**config.mk**
```make
export PLATFORM = sky130hd
export DESIGN_NAME = axi_spi_regs
export DESIGN_NICKNAME = d
export VERILOG_FILES = /design/src/rtl/axi_spi_pkg.sv /design/src/rtl/axi_lite_slave_if.sv /design/src/rtl/axi_spi_regs.sv
export SDC_FILE = /design/constraint.sdc
export NUM_CORES = 1
export LEC_CHECK = 0
export ABC_AREA = 1
export ABC_CLOCK_PERIOD_IN_PS = 1400
export BUFFER_PORTS_ARGS = -buffer_cell sky130_fd_sc_hd__buf_2
export CORE_MARGIN = 5
export CORE_UTILIZATION = 49
export CTS_BUF_LIST = sky130_fd_sc_hd__clkbuf_8
export DETAILED_ROUTE_END_ITERATION = 10
export HOLD_SLACK_MARGIN = 0.05
export PLACE_DENSITY = 0.88
export SLEW_MARGIN = 20
export SYNTH_ARGS = -nofsm -noshare
export SYNTH_HDL_FRONTEND = slang
export SYNTH_SLANG_ARGS = --single-unit
```
**constraint.sdc**
```tcl
create_clock -name GCLK -period 1.4 [get_ports GCLK]
set_input_delay 0 -clock GCLK [delete_from_list [all_inputs] [get_ports GCLK]]
set_output_delay 0 -clock GCLK [all_outputs]
set_load 0.02 [all_outputs]
```
**src/rtl/axi_spi_pkg.sv**
```systemverilog
// Shared constants for the AXI4-Lite register bank in front of SPI_master:
// register offsets, field positions, response codes and timing defaults.
package axi_spi_pkg;

  localparam logic [7:0] OFF_CTRL   = 8'h00;
  localparam logic [7:0] OFF_STATUS = 8'h04;
  localparam logic [7:0] OFF_TXDATA = 8'h08;
  localparam logic [7:0] OFF_RXDATA = 8'h0C;
  localparam logic [7:0] OFF_TIMING = 8'h10;

  localparam int CTRL_MODE_LSB  = 0;
  localparam int CTRL_SPEED_LSB = 2;
  localparam int CTRL_WLEN_LSB  = 4;
  localparam int CTRL_FIELD_W   = 2;
  localparam int CTRL_START     = 8;
  localparam int CTRL_IE        = 9;

  localparam int STAT_BUSY = 0;
  localparam int STAT_DONE = 1;

  localparam int TIM_IFG_LSB    = 0;
  localparam int TIM_CS_SCK_LSB = 8;
  localparam int TIM_SCK_CS_LSB = 16;
  localparam int TIM_FIELD_W    = 8;

  localparam logic [1:0] RESP_OKAY   = 2'b00;
  localparam logic [1:0] RESP_SLVERR = 2'b10;

  localparam logic [7:0] DEF_T_IFG    = 8'd4;
  localparam logic [7:0] DEF_T_CS_SCK = 8'd2;
  localparam logic [7:0] DEF_T_SCK_CS = 8'd2;

  // Merge a write into an existing word, one byte lane per strobe bit.
  function automatic logic [31:0] apply_strb(input logic [31:0] old_val,
                                             input logic [31:0] wdata,
                                             input logic [3:0]  strb);
    logic [31:0] res;
    res = old_val;
    for (int i = 0; i < 4; i++) begin
      if (strb[i]) res[8*i +: 8] = wdata[8*i +: 8];
    end
    return res;
  endfunction

endpackage

```
**src/rtl/axi_lite_slave_if.sv**
```systemverilog
// AXI4-Lite handshake engine: latches AW and W independently, issues one
// register write per transaction, and registers read data on the AR handshake.
module axi_lite_slave_if
  import axi_spi_pkg::*;
#(
  parameter int ADDR_W = 5
) (
  input  logic              GCLK,
  input  logic              RST,
  input  logic [ADDR_W-1:0] s_axi_awaddr,
  input  logic              s_axi_awvalid,
  output logic              s_axi_awready,
  input  logic [31:0]       s_axi_wdata,
  input  logic [3:0]        s_axi_wstrb,
  input  logic              s_axi_wvalid,
  output logic              s_axi_wready,
  output logic [1:0]        s_axi_bresp,
  output logic              s_axi_bvalid,
  input  logic              s_axi_bready,
  input  logic [ADDR_W-1:0] s_axi_araddr,
  input  logic              s_axi_arvalid,
  output logic              s_axi_arready,
  output logic [31:0]       s_axi_rdata,
  output logic [1:0]        s_axi_rresp,
  output logic              s_axi_rvalid,
  input  logic              s_axi_rready,
  output logic              wr_en,
  output logic [ADDR_W-1:0] wr_addr,
  output logic [31:0]       wr_data,
  output logic [3:0]        wr_strb,
  input  logic [1:0]        wr_resp,
  output logic              rd_en,
  output logic [ADDR_W-1:0] rd_addr,
  input  logic [31:0]       rd_data,
  input  logic [1:0]        rd_resp
);

  logic              live;
  logic              aw_held;
  logic              w_held;
  logic [ADDR_W-1:0] aw_addr_q;
  logic [31:0]       w_data_q;
  logic [3:0]        w_strb_q;

  // live keeps every ready low while reset is asserted and for the cycle after.
  assign s_axi_awready = live & ~aw_held & ~s_axi_bvalid;
  assign s_axi_wready  = live & ~w_held & ~s_axi_bvalid;
  assign s_axi_arready = live & ~s_axi_rvalid;

  assign wr_en   = aw_held & w_held & ~s_axi_bvalid;
  assign wr_addr = aw_addr_q;
  assign wr_data = w_data_q;
  assign wr_strb = w_strb_q;

  assign rd_en   = s_axi_arvalid & s_axi_arready;
  assign rd_addr = s_axi_araddr;

  always_ff @(posedge GCLK) begin
    if (RST) begin
      live         <= 1'b0;
      aw_held      <= 1'b0;
      w_held       <= 1'b0;
      aw_addr_q    <= '0;
      w_data_q     <= '0;
      w_strb_q     <= '0;
      s_axi_bvalid <= 1'b0;
      s_axi_bresp  <= RESP_OKAY;
      s_axi_rvalid <= 1'b0;
      s_axi_rdata  <= '0;
      s_axi_rresp  <= RESP_OKAY;
    end else begin
      live <= 1'b1;

      if (s_axi_awvalid && s_axi_awready) begin
        aw_held   <= 1'b1;
        aw_addr_q <= s_axi_awaddr;
      end
      if (s_axi_wvalid && s_axi_wready) begin
        w_held   <= 1'b1;
        w_data_q <= s_axi_wdata;
        w_strb_q <= s_axi_wstrb;
      end

      if (wr_en) begin
        s_axi_bvalid <= 1'b1;
        s_axi_bresp  <= wr_resp;
      end else if (s_axi_bvalid && s_axi_bready) begin
        s_axi_bvalid <= 1'b0;
        aw_held      <= 1'b0;
        w_held       <= 1'b0;
      end

      if (rd_en) begin
        s_axi_rvalid <= 1'b1;
        s_axi_rdata  <= rd_data;
        s_axi_rresp  <= rd_resp;
      end else if (s_axi_rvalid && s_axi_rready) begin
        s_axi_rvalid <= 1'b0;
      end
    end
  end

endmodule

```
**src/rtl/axi_spi_regs.sv**
```systemverilog
// Host-facing register bank for SPI_master: config/timing/TX registers,
// level start request, busy-falling capture of RX data and sticky DONE/irq.
module axi_spi_regs
  import axi_spi_pkg::*;
#(
  parameter int         ADDR_W       = 5,
  parameter logic [7:0] T_IFG_RST    = DEF_T_IFG,
  parameter logic [7:0] T_CS_SCK_RST = DEF_T_CS_SCK,
  parameter logic [7:0] T_SCK_CS_RST = DEF_T_SCK_CS
) (
  input  logic              GCLK,
  input  logic              RST,
  input  logic [ADDR_W-1:0] s_axi_awaddr,
  input  logic              s_axi_awvalid,
  output logic              s_axi_awready,
  input  logic [31:0]       s_axi_wdata,
  input  logic [3:0]        s_axi_wstrb,
  input  logic              s_axi_wvalid,
  output logic              s_axi_wready,
  output logic [1:0]        s_axi_bresp,
  output logic              s_axi_bvalid,
  input  logic              s_axi_bready,
  input  logic [ADDR_W-1:0] s_axi_araddr,
  input  logic              s_axi_arvalid,
  output logic              s_axi_arready,
  output logic [31:0]       s_axi_rdata,
  output logic [1:0]        s_axi_rresp,
  output logic              s_axi_rvalid,
  input  logic              s_axi_rready,
  output logic [1:0]        spi_mode,
  output logic [1:0]        sck_speed,
  output logic [1:0]        word_len,
  output logic              start,
  output logic [31:0]       mosi_data,
  output logic [7:0]        t_IFG,
  output logic [7:0]        t_CS_SCK,
  output logic [7:0]        t_SCK_CS,
  input  logic              spi_busy,
  input  logic [31:0]       miso_data,
  output logic              irq
);

  localparam logic [ADDR_W-1:0] ADDR_MASK = ~ADDR_W'(3);

  logic              wr_en;
  logic [ADDR_W-1:0] wr_addr;
  logic [31:0]       wr_data;
  logic [3:0]        wr_strb;
  logic [1:0]        wr_resp;
  logic              rd_en;
  logic [ADDR_W-1:0] rd_addr;
  logic [31:0]       rd_data;
  logic [1:0]        rd_resp;

  logic [1:0]  mode_q;
  logic [1:0]  speed_q;
  logic [1:0]  wlen_q;
  logic        ie_q;
  logic        start_q;
  logic        done_q;
  logic        busy_q;
  logic        irq_q;
  logic [31:0] txdata_q;
  logic [31:0] rxdata_q;
  logic [31:0] timing_q;

  logic [ADDR_W-1:0] wr_word;
  logic [ADDR_W-1:0] rd_word;
  logic        sel_ctrl, sel_status, sel_tx, sel_rx, sel_tim;
  logic        busy;
  logic        wr_locked;
  logic        wr_ok;
  logic        start_req;
  logic        done_clr;
  logic        busy_fall;
  logic [31:0] txdata_wr;
  logic [31:0] timing_wr;
  logic [31:0] ctrl_rd;
  logic [31:0] status_rd;

  axi_lite_slave_if #(.ADDR_W(ADDR_W)) u_if (
    .GCLK          (GCLK),
    .RST           (RST),
    .s_axi_awaddr  (s_axi_awaddr),
    .s_axi_awvalid (s_axi_awvalid),
    .s_axi_awready (s_axi_awready),
    .s_axi_wdata   (s_axi_wdata),
    .s_axi_wstrb   (s_axi_wstrb),
    .s_axi_wvalid  (s_axi_wvalid),
    .s_axi_wready  (s_axi_wready),
    .s_axi_bresp   (s_axi_bresp),
    .s_axi_bvalid  (s_axi_bvalid),
    .s_axi_bready  (s_axi_bready),
    .s_axi_araddr  (s_axi_araddr),
    .s_axi_arvalid (s_axi_arvalid),
    .s_axi_arready (s_axi_arready),
    .s_axi_rdata   (s_axi_rdata),
    .s_axi_rresp   (s_axi_rresp),
    .s_axi_rvalid  (s_axi_rvalid),
    .s_axi_rready  (s_axi_rready),
    .wr_en         (wr_en),
    .wr_addr       (wr_addr),
    .wr_data       (wr_data),
    .wr_strb       (wr_strb),
    .wr_resp       (wr_resp),
    .rd_en         (rd_en),
    .rd_addr       (rd_addr),
    .rd_data       (rd_data),
    .rd_resp       (rd_resp)
  );

  assign wr_word = wr_addr & ADDR_MASK;
  assign rd_word = rd_addr & ADDR_MASK;

  assign sel_ctrl   = (wr_word == ADDR_W'(OFF_CTRL));
  assign sel_status = (wr_word == ADDR_W'(OFF_STATUS));
  assign sel_tx     = (wr_word == ADDR_W'(OFF_TXDATA));
  assign sel_rx     = (wr_word == ADDR_W'(OFF_RXDATA));
  assign sel_tim    = (wr_word == ADDR_W'(OFF_TIMING));

  // A pending start counts as busy so config cannot change under an accepted request.
  assign busy      = spi_busy | start_q;
  assign wr_locked = busy & (sel_ctrl | sel_tx | sel_tim);
  assign wr_ok     = wr_en & ~wr_locked;
  assign wr_resp   = ((sel_ctrl | sel_status | sel_tx | sel_rx | sel_tim) && !wr_locked)
                     ? RESP_OKAY : RESP_SLVERR;

  assign start_req = wr_ok & sel_ctrl & wr_strb[1] & wr_data[CTRL_START];
  assign done_clr  = wr_ok & sel_status & wr_strb[0] & wr_data[STAT_DONE];
  assign busy_fall = busy_q & ~spi_busy;

  assign txdata_wr = apply_strb(txdata_q, wr_data, wr_strb);
  assign timing_wr = apply_strb(timing_q, wr_data, wr_strb);

  always_ff @(posedge GCLK) begin
    if (RST) begin
      mode_q   <= '0;
      speed_q  <= '0;
      wlen_q   <= '0;
      ie_q     <= 1'b0;
      start_q  <= 1'b0;
      done_q   <= 1'b0;
      busy_q   <= 1'b0;
      irq_q    <= 1'b0;
      txdata_q <= '0;
      rxdata_q <= '0;
      timing_q <= {8'h00, T_SCK_CS_RST, T_CS_SCK_RST, T_IFG_RST};
    end else begin
      busy_q <= spi_busy;
      irq_q  <= done_q & ie_q;

      if (wr_ok && sel_ctrl) begin
        if (wr_strb[0]) begin
          mode_q  <= wr_data[CTRL_MODE_LSB  +: CTRL_FIELD_W];
          speed_q <= wr_data[CTRL_SPEED_LSB +: CTRL_FIELD_W];
          wlen_q  <= wr_data[CTRL_WLEN_LSB  +: CTRL_FIELD_W];
        end
        if (wr_strb[1]) ie_q <= wr_data[CTRL_IE];
      end
      if (wr_ok && sel_tx)  txdata_q <= txdata_wr;
      if (wr_ok && sel_tim) timing_q <= timing_wr & 32'h00FF_FFFF;

      // start is a level held until the master is seen busy.
      if (start_req)     start_q <= 1'b1;
      else if (spi_busy) start_q <= 1'b0;

      if (busy_fall) begin
        rxdata_q <= miso_data;
        done_q   <= 1'b1;
      end else if (done_clr) begin
        done_q <= 1'b0;
      end
    end
  end

  assign ctrl_rd   = {22'd0, ie_q, 1'b0, 2'b00, wlen_q, speed_q, mode_q};
  assign status_rd = {30'd0, done_q, busy};

  always_comb begin
    rd_data = '0;
    rd_resp = RESP_OKAY;
    if (rd_en) begin
      case (rd_word)
        ADDR_W'(OFF_CTRL):   rd_data = ctrl_rd;
        ADDR_W'(OFF_STATUS): rd_data = status_rd;
        ADDR_W'(OFF_TXDATA): rd_data = txdata_q;
        ADDR_W'(OFF_RXDATA): rd_data = rxdata_q;
        ADDR_W'(OFF_TIMING): rd_data = timing_q;
        default:             rd_resp = RESP_SLVERR;
      endcase
    end
  end

  assign spi_mode  = mode_q;
  assign sck_speed = speed_q;
  assign word_len  = wlen_q;
  assign start     = start_q;
  assign mosi_data = txdata_q;
  assign t_IFG     = timing_q[TIM_IFG_LSB    +: TIM_FIELD_W];
  assign t_CS_SCK  = timing_q[TIM_CS_SCK_LSB +: TIM_FIELD_W];
  assign t_SCK_CS  = timing_q[TIM_SCK_CS_LSB +: TIM_FIELD_W];
  assign irq       = irq_q;

endmodule

```
==> flow_summary_export.csv, run 1 <==
group,metric,value,unit
cts,cts_buffers,17,
floorplanning,start_util,50.3,%
global_routing,antenna_found_initial,0,
floorplanning,die_x,130,um
place,portBuffers,184,
place,place_congestion,0.946,
drt,avgRoutedWirePerCell,16.3,um
synthesis,yosys_warnings,0,
setup_path,cp.depth,7,
timing,fin_ws,-0.0771,ns
pwr,p_int,0.00753,W
timing,drv_slew,0,
floorplanning,coreArea,13900,um^2
synthesis,synth_area_leaders,"dfxtp_1, nand2_1, nor2_1, o21ai_0, a21oi_1",
synthesis,synth_top_area_share,50.5,%
timing,finClkSkew,0.0157,ns
drt,dr.pass1.iters,6,
final_layout,syn2layout_area_growth,41.6,%
synthesis,synth_cell_type_count,25,
timing,final-setup-viol-count,11,
setup_path,crit_end,"spi_mode[1]",
synthesis,synth_top_area_cell,"dfxtp_1",
synthesis,synthCells,971,
drt,drc,0,
global_routing,grt_pass1_wl,35.9,mm
setup_path,worst-setup-path-type,"flip-flop to flip-flop",
floorplanning,ios,191,
hold_path,hold_path_class,"input pin to flip-flop",
global_routing,gr-total-overflow,0,
synthesis,synth_common_cells,"nand2_1, nor2_1, dfxtp_1",
setup_path,critPathRequiredTime,1.76,ns
setup_path,slowest_delay,0.35,ns
final_layout,nets,1343,
floorplanning,dieHeight,130,um
synthesis,async_flop_share,0,%
drt,viasPerCell,5.32,
place,place.detailed.hpwl,14.3,mm
pwr,switchingPower,0.00254,W
timing,timing.fmax,677,MHz
floorplanning,die_area,16800,um^2
setup_path,r2r-start,"u_if.w_held",
drt,dr.first_iter.drc_count,646,
setup_path,worst-path-buf-inv,2,
global_routing,grt_pass1_vias,7435,
cts,numClockSinks,177,
setup_path,cp_max_fo,6,
setup_path,ff2ff_setup_slack,-0.08,ns
pwr,swShare,25.3,%
flow_run,max_cap_viol_count,0,
pwr,pwr-share-seq,52.7,%
global_routing,grt_max_degree,76,
timing,hold_viol_final,0,
setup_path,reg2reg_to,"spi_mode[1]",
setup_path,cp_cell_sequence,"nand2_2 -> nor2_4 -> buf_4 -> nand4_1 -> buf_4 -> nor3_1 -> nor2_1",
synthesis,ys_seq_area_share,50.5,%
timing,rsz0062_at_grt,"true",
outcome,status,"finished with violations",
setup_path,r2r_cells,7,
timing,final.period_utilization,106,%
pwr,p_per_area,1010,nW/um^2
global_routing,track_usage,27.2,%
timing,min_period,1.48,ns
pwr,leakage,4.54,nW
pwr,p_clk_share,36.2,%
final_layout,drive_gt1_share,26.5,%
synthesis,synth_area,7010,um^2
cts,clk_pin_slew,0.09,ns
final_layout,fin_cells,1450,
setup_path,startpoint,"u_if.w_held",
synthesis,synth_edf_count,0,
cts,clockRootBuffer,"clkbuf_8",
setup_path,arrival,1.84,ns
setup_path,crit_top_cell,"buf_4",
setup_path,crit_path_end_kind,"flip-flop",
cts,clk_latency,0.48,ns
pwr,ir_worst_vdd,0.697,mV
setup_path,start_kind,"flip-flop",
synthesis,synth-seq-cells,177,
cts,htreeDepth,4,
final_layout,diodes,0,
cts,cts_max_path_buffers,2,
outcome,violations,"setup timing",
cts,cts_tree,"done",
place,dp_cells,1329,
drt,antenna_left,0,
setup_path,critPathSlowestCell,"dfxtp_2",
pwr,combPwrFrac,11.1,%
setup_path,cp_top_family,"simple AND/OR/NAND/NOR gates",
drt,wl,23.7,mm
synthesis,synthFlopType,"dfxtp_1",
drt,vias,7709,
floorplanning,fp-row-count,43,
synthesis,postSynthAreaPerCell,7.22,um^2
timing,finalSetupTns,-0.317,ns
==> cell type report <==
| cell class | count | area, um^2 |
|---|---|---|
| sequential | 177 | 3550 |
| fill | 1036 | 4010 |
| timing repair buffer | 319 | 2330 |
| clock inverter | 13 | 146 |
| clock buffer | 19 | 262 |
| tap | 180 | 225 |
| multi-input combinational | 655 | 3080 |
| inverter | 87 | 333 |
==> cell usage in the layout, fill, tap and decap left out, types with 4 or more instances in the layout <==
| cell type | count |
|---|---|
| clkbuf_8 | 19 |
| nor3_1 | 8 |
| o21ai_1 | 8 |
| inv_1 | 82 |
| nand4_1 | 7 |
| nand3_1 | 16 |
| buf_2 | 182 |
| buf_6 | 6 |
| nand2_1 | 171 |
| dfxtp_2 | 7 |
| buf_4 | 39 |
| buf_12 | 12 |
| o21ai_0 | 113 |
| nor2_2 | 12 |
| nor2_1 | 181 |
| nor2_4 | 4 |
| dfxtp_1 | 170 |
| nand3_2 | 4 |
| a21oi_1 | 73 |
| nand2_2 | 22 |
| dlygate4sd3_1 | 79 |
| inv_2 | 5 |
| o211ai_1 | 20 |
==> how the worst min path moves through the flow <==
stage,start,end,slack [ns],cells after the start
floorplan,spi_busy,busy_q,0.15,2
global placement,s_axi_wdata[29],u_if.wr_data[29],0.25,3
detailed placement,s_axi_wdata[30],u_if.wr_data[30],0.25,3
CTS,s_axi_arvalid,u_if.s_axi_rdata[26],0.06,5
global route,s_axi_wvalid,u_if.wr_data[9],0.05,4
finish,s_axi_wvalid,u_if.wr_data[9],0.05,4
==> through the flow <==
stage                     hold WS [ns]  cell area [um^2]  total power [W]  setup slack, ns  utilization, %
after floorplan                  0.147              7050          0.00585          -0.0146               -
after global placement           0.246              8440          0.00621          -0.0755            60.5
after detailed placement         0.253              8440          0.00624           -0.123            60.5
after CTS                       0.0574              9690          0.00996          0.00270            69.5
after global routing            0.0514              9930           0.0104           -0.161            71.3
final                           0.0517              9930           0.0101          -0.0771            71.3
==> worst min-delay path: stages <==
cell and delay (ns):
buf_2 0.11, nand2_4 0.11, buf_4 0.18, a21oi_1 0.07
==> registers in the layout (all words and copies together) (netlist names), 2 cells and up <==
| signal | count |
|---|---|
| word_len | 2 |
| mosi_data | 32 |
| sck_speed | 2 |
| u_if.wr_data | 32 |
| u_if.wr_addr | 3 |
| timing_q | 24 |
| u_if.s_axi_rdata | 32 |
| spi_mode | 2 |
| rxdata_q | 32 |
| u_if.wr_strb | 4 |
==> what timing repair did <==
| action | CTS | global route |
|---|---|---|
| endpoints found under the hold margin | 79 | 2 |
| buffers inserted | 3 | 5 |
| endpoints found under the setup margin | 88 | 110 |
| pin swaps | 2 | 6 |
| gates resized for setup | 15 | 62 |
| gates cloned | 1 | 1 |
| hold buffers | 78 | 1 |
==> power groups by stage <==
| stage | Clock, W | Sequential, W | Combinational [W] |
|---|---|---|---|
| final | 0.00365 | 0.00530 | 0.00112 |
| after global routing | 0.00390 | 0.00532 | 0.00121 |
| after CTS | 0.00365 | 0.00529 | 0.00102 |
| after detailed placement | 0 | 0.00540 | 0.000838 |
| after global placement | 0 | 0.00540 | 0.000814 |
| after floorplan | 0 | 0.00539 | 0.000454 |
==> layer usage <==
layer / GRT usage [%] / up-vias / share of wire, %
met5: 0 / - / 0
met4: 15.2 / 0 / 5.3
met3: 6.27 / 124 / 8.2
met2: 46.4 / 405 / 49
met1: 31.6 / 3512 / 38
li1: - / 3668 / -
==> kinds of logic after synthesis <==
logic type             synth area share [%]
and+or+nand+nor                        24.5
AOI/OAI and AO/OA                      16.6
DFF                                    50.5
buffers and inverters                  8.23
other                                0.0535
No activity file was read; power rests on OpenSTA's default activity.
==> inputs of run 2 (changes only) <==
Settings changed: PLACE_DENSITY 0.88 to 0.83.
==> run 2 against run 1 <==
Critical endpoint is now mosi_data[25]. Setup slack better by 0.035 ns. The flow still finishes with violations (setup timing). Combinational power hardly changed. Die area stayed put.
==> flow_summary_export.csv, run 2 (synthesis gave the netlist of run 1 again) <==
group,metric,value,unit
outcome,status,"finished with violations",
floorplanning,ios,191,
timing,timing.fmax,693,MHz
floorplanning,fp-row-count,43,
floorplanning,die_area,16800,um^2
cts,numClockSinks,177,
drt,viasPerCell,5.16,
timing,hold_viol_final,0,
drt,vias,7457,
pwr,leakage,4.52,nW
setup_path,critPathRequiredTime,1.78,ns
final_layout,drive_gt1_share,25.2,%
global_routing,grt_max_degree,51,
drt,dr.first_iter.drc_count,593,
pwr,ir_worst_vdd,0.735,mV
final_layout,final_cell_mix,"nor2_1, buf_2, nand2_1, dfxtp_1, o21ai_0",
cts,cts_max_path_buffers,2,
floorplanning,coreArea,13900,um^2
setup_path,cp_top_family,"simple AND/OR/NAND/NOR gates",
timing,finClkSkew,0.0109,ns
place,dp_cells,1329,
timing,holdWs,0.0806,ns
setup_path,start_kind,"flip-flop",
timing,final-setup-viol-count,15,
timing,min_period,1.44,ns
cts,clk_latency,0.45,ns
cts,htreeDepth,4,
drt,wl,22.6,mm
outcome,violations,"setup timing",
global_routing,track_usage,26.0,%
floorplanning,dieHeight,130,um
setup_path,cp_max_fo,8,
floorplanning,die_x,130,um
setup_path,slowest_delay,0.35,ns
final_layout,fin_cells,1444,
global_routing,grt_pass1_vias,6975,
place,portBuffers,184,
drt,avgRoutedWirePerCell,15.7,um
drt,drc,0,
setup_path,worst-setup-path-type,"flip-flop to flip-flop",
final_layout,nets,1340,
pwr,power,0.00987,W
setup_path,crit_path_end_kind,"flip-flop",
place,place.detailed.hpwl,14.2,mm
setup_path,cp_cell_sequence,"nand2_2 -> nor2_4 -> inv_2 -> a21oi_4 -> buf_12 -> nand3_4 -> clkbuf_16 -> nand2_2 -> nand2_1 -> nor2_1",
floorplanning,start_util,50.3,%
timing,drv_slew,0,
place,place_congestion,0.888,
hold_path,hold_path_class,"input pin to flip-flop",
global_routing,grt_pass1_wl,34.4,mm
drt,dr.pass1.iters,7,
setup_path,critPathSlowestCell,"dfxtp_2",
cts,clockRootBuffer,"clkbuf_8",
drt,antenna_left,0,
cts,clk_pin_slew,0.09,ns
timing,rsz0062_at_grt,"true",
final_layout,diodes,0,
global_routing,gr-total-overflow,0,
setup_path,crit_top_cell,"nand2_2",
timing,fin_ws,-0.0426,ns
place,pre_cts_slack,-0.0428,ns
final_layout,layout_commonest_cell,"nor2_1",
pwr,p_per_area,999,nW/um^2
setup_path,arrival,1.83,ns
global_routing,antenna_found_initial,0,
cts,cts_tree,"done",
flow_run,max_cap_viol_count,0,
cts,cts_buffers,17,
final_layout,syn2layout_area_growth,40.9,%
timing,final.period_utilization,103,%
final_layout,nFillCells,1092,
setup_path,worst-path-buf-inv,3,
run 2: what timing repair did:
item | CTS | global route
gates cloned | 1 | 4
hold buffers | 78 | 1
hold endpoints to repair | 78 | 1
pin swaps | 1 | 16
endpoints found under the setup margin | 14 | 124
resized for setup | 7 | 66
setup buffers | 0 | 3
run 2: metrics by stage:
stage                     instance area, um^2  setup TNS [ns]  util [%]
final                                    9870          -0.230      70.9
after global placement                   8410               0      60.4
after detailed placement                 8410          -0.186      60.4
after CTS                                9610               0      69.0
after floorplan                          7050          -0.351         -
after global routing                     9870           -3.01      70.9
run 2: area by class of cell:
cell class	count	area, um^2	area share [%]
Inverter	87	333	3.37
Clock inverter	7	83.8	0.849
Timing Repair Buffer	316	2330	23.6
Sequential cell	177	3550	36.0
Tap cell	180	225	2.28
Multi-Input combinational cell	655	3040	30.8
Clock buffer	22	303	3.07
run 2: final timing paths:
path	startpoint	to	slack [ns]	cells after the start
max	u_if.aw_held	mosi_data[25]	-0.04	10
min	RST	mosi_data[31]	0.08	4
max reg2reg	u_if.aw_held	mosi_data[25]	-0.04	10
min reg2reg	rxdata_q[31]	rxdata_q[31]	0.46	2
run 2: power breakdown:
| group | total (W) | leakage (nW) | switching [W] | internal (W) |
|---|---|---|---|---|
| sequential | 0.00530 | 1.44 | 0.000118 | 0.00518 |
| clock | 0.00347 | 0.207 | 0.00170 | 0.00178 |
| combinational | 0.00109 | 2.87 | 0.000582 | 0.000511 |
run 2: worst min-delay path, delay by kind of cell:
| kind | cells | cell delay, ns |
|---|---|---|
| AND/OR/NAND/NOR | 2 | 0.16 |
| buffers and inverters | 2 | 0.33 |
run 2: metal layers:
| layer | GRT usage [%] | up-vias | share of wire, % | wire length, um |
|---|---|---|---|---|
| met1 | 32.1 | 3340 | 40 | 9000 |
| met2 | 43.4 | 360 | 49 | 11000 |
| met3 | 5.44 | 88 | 7.4 | 1680 |
| met5 | 0 | - | 0 | 0 |
| li1 | - | 3669 | - | - |
| met4 | 12.8 | 0 | 4.2 | 949 |
==> inputs of run 3 (changes only) <==
Settings changed: ABC_AREA 1 to default, ABC_CLOCK_PERIOD_IN_PS 1400 to 1600, CORE_UTILIZATION 49 to 53, PLACE_DENSITY 0.83 to 0.86.
Clock period 1.4 ns to 1.6 ns, I/O delays scaled along.
==> run 3 against run 2 <==
The run still ends with setup timing left. Clock power is 14% lower. Synthesized cell count shrank 21%. Via count fell by 11%. Register-to-register slack hardly changed. First-iteration DRC count is 26% lower. Hold slack improved by 0.016 ns. Critical path type unchanged. Critical endpoint is now mosi_data[1]. Largest cell class unchanged.
==> flow_summary_export.csv, run 3 <==
group,metric,value,unit
synthesis,synthCells,763,
cts,htreeDepth,4,
global_routing,antenna_found_initial,0,
timing,final-setup-viol-count,20,
place,placed_area,8150,um^2
floorplanning,die_area,15500,um^2
timing,holdWs,0.0970,ns
pwr,pwr-share-seq,54.5,%
setup_path,start_kind,"flip-flop",
place,portBuffers,184,
setup_path,r2r-start,"u_if.wr_addr[3]",
setup_path,crit_path_end_kind,"flip-flop",
setup_path,cp_max_fo,8,
synthesis,synth_area_leaders,"dfxtp_1, mux2i_1, nand2_1, a21oi_1, nor2_1",
final_layout,syn2layout_area_growth,36.6,%
setup_path,reg2reg_to,"mosi_data[1]",
drt,viasPerCell,5.49,
setup_path,arrival,2.01,ns
floorplanning,die_x,124,um
pwr,swShare,25.2,%
drt,dr.first_iter.drc_count,438,
final_layout,utilization,74.4,%
outcome,violations,"setup timing",
hold_path,min_path_cells,5,
pwr,combPwrFrac,10.1,%
timing,min_period,1.65,ns
place,place_congestion,0.780,
cts,numClockSinks,177,
cts,clk_latency,0.47,ns
synthesis,postSynthAreaPerCell,9.08,um^2
timing,final.period_utilization,103,%
synthesis,yosys_warnings,0,
pwr,p_per_area,885,nW/um^2
final_layout,diodes,0,
pwr,p_clk_share,35.4,%
final_layout,drive_gt1_share,25.4,%
setup_path,slowest_delay,0.44,ns
global_routing,track_usage,28.5,%
cts,cts_max_path_buffers,2,
drt,dr.pass1.iters,7,
final_layout,layout_commonest_cell,"buf_2",
setup_path,critPathRequiredTime,1.96,ns
synthesis,synth_top_area_cell,"dfxtp_1",
timing,finClkSkew,0.0129,ns
final_layout,fin_area,9470,um^2
setup_path,cp_cell_sequence,"and4b_1 -> nand3_2 -> mux2i_1 -> nor2_1",
setup_path,critPathSlowestCell,"dfxtp_1",
hold_path,hold_path_class,"input pin to flip-flop",
final_layout,final_cell_mix,"buf_2, dfxtp_1, nand2_1, mux2i_1, nor2_1",
cts,cts_tree,"done",
pwr,switchingPower,0.00211,W
synthesis,async_flop_share,0,%
synthesis,synth_common_cells,"dfxtp_1, nand2_1, mux2i_1",
floorplanning,dieHeight,124,um
timing,rsz0062_at_grt,"true",
synthesis,synth_cell_type_count,39,
cts,clockRootBuffer,"clkbuf_8",
synthesis,synth-seq-cells,177,
setup_path,worst-setup-path-type,"flip-flop to flip-flop",
synthesis,synth.most_common_cell,"dfxtp_1",
final_layout,nets,1110,
timing,hold_viol_final,0,
floorplanning,fp-row-count,41,
synthesis,synth_edf_count,0,
synthesis,synthFlopType,"dfxtp_1",
place,place.detailed.hpwl,12.8,mm
flow_run,max_cap_viol_count,0,
synthesis,synth_top_area_share,51.1,%
hold_path,hold_end,"u_if.s_axi_rdata[1]",
timing,timing.fmax,604,MHz
synthesis,ys_seq_area_share,51.1,%
drt,drc,0,
global_routing,grt_pass1_vias,6829,
drt,vias,6632,
floorplanning,start_util,54.5,%
global_routing,gr-total-overflow,0,
synthesis,synth_area,6930,um^2
floorplanning,ios,191,
pwr,leakage,4.44,nW
global_routing,grt_pass1_wl,35.8,mm
drt,avgRoutedWirePerCell,18.4,um
hold_path,min_from,"s_axi_araddr[2]",
outcome,status,"finished with violations",
pwr,p_int,0.00626,W
global_routing,grt_max_degree,75,
setup_path,r2r_cells,4,
drt,wl,22.2,mm
timing,drv_slew,0,
cts,clk_pin_slew,0.09,ns
floorplanning,coreArea,12700,um^2
setup_path,ff2ff_setup_slack,-0.05,ns
pwr,ir_worst_vdd,0.715,mV
drt,antenna_left,0,
cts,cts_buffers,17,
timing,fin_ws,-0.0547,ns
run 3: cell count changes in the layout (fill, tap and decap cells not counted), moves of 18 or more:
cell      delta
a22oi_1     +22
inv_1       -75
nor2_1      -90
nand2_1     -38
o21ai_0    -101
mux2i_1    +104
o21ai_1     -18
o211ai_1    -20
run 3: critical path: cells and delay by family (launching register included):
kind	cells	cell delay, ns
and+or+nand+nor	3	0.82
DFF	1	0.44
muxes	1	0.29
run 3: how the worst max path moves through the flow:
stage                      startpoint                to  slack [ns]  cells after the start
floorplan           u_if.s_axi_bvalid  u_if.wr_data[10]       0.009                      5
global placement         u_if.aw_held       timing_q[2]        0.05                      5
detailed placement       u_if.aw_held       timing_q[2]        0.03                      5
CTS                      u_if.aw_held      timing_q[18]       0.009                      5
global route          u_if.wr_addr[4]     mosi_data[26]       -0.12                      5
finish                u_if.wr_addr[3]      mosi_data[1]       -0.05                      4
run 3: logic make-up after synthesis:
logic type / synth area share [%]
AND/OR/NAND/NOR: 17.7
flip-flops: 51.1
AO/OA/AOI/OAI: 12.4
multiplexers: 15.0
buffers and inverters: 3.67
other: 0.0541
run 3: layer usage:
metal / global-route usage (%) / vias to the layer above / part of all wire, %
met5: 0 / - / 0
met4: 10.8 / 0 / 2.5
met3: 8.32 / 54 / 7.2
met2: 49.7 / 302 / 51
met1: 32.9 / 3151 / 39
li1: - / 3125 / -
run 3: timing repair:
action	4_1_cts	5_1_grt
buffers inserted	0	0
pin swaps	0	1
resized for setup	1	13
hold buffers	86	0
hold endpoints to repair	97	0
endpoints found under the setup margin	1	67
run 3: through the flow:
stage / setup slack, ns / TNS (ns) / instances / total power, W
floorplan: 0.00866 / 0 / 764 / 0.00501
global placement: 0.0504 / 0 / 1091 / 0.00529
detailed placement: 0.0295 / 0 / 1091 / 0.00531
CTS: 0.00861 / 0 / 1209 / 0.00833
global route: -0.119 / -2.16 / 1209 / 0.00868
finish: -0.0547 / -0.323 / 1209 / 0.00838
run 3: cell type report:
class                   count  area (um^2)
well taps                 172          215
inverters                   4         15.0
flip-flops and latches    177         3550
clock buffers              21          289
multi-input cells         528         3230
repair buffers            296         2090
fillers                   870         3260
clock inverters            11         87.6
run 3: power by group through the flow:
stage          clock network [W]  registers, W  logic [W]
2_1_floorplan                  0       0.00465   0.000362
3_3_place_gp                   0       0.00465   0.000638
3_5_place_dp                   0       0.00466   0.000649
4_1_cts                  0.00297       0.00455   0.000807
5_1_grt                  0.00319       0.00458   0.000908
6_report                 0.00297       0.00456   0.000848
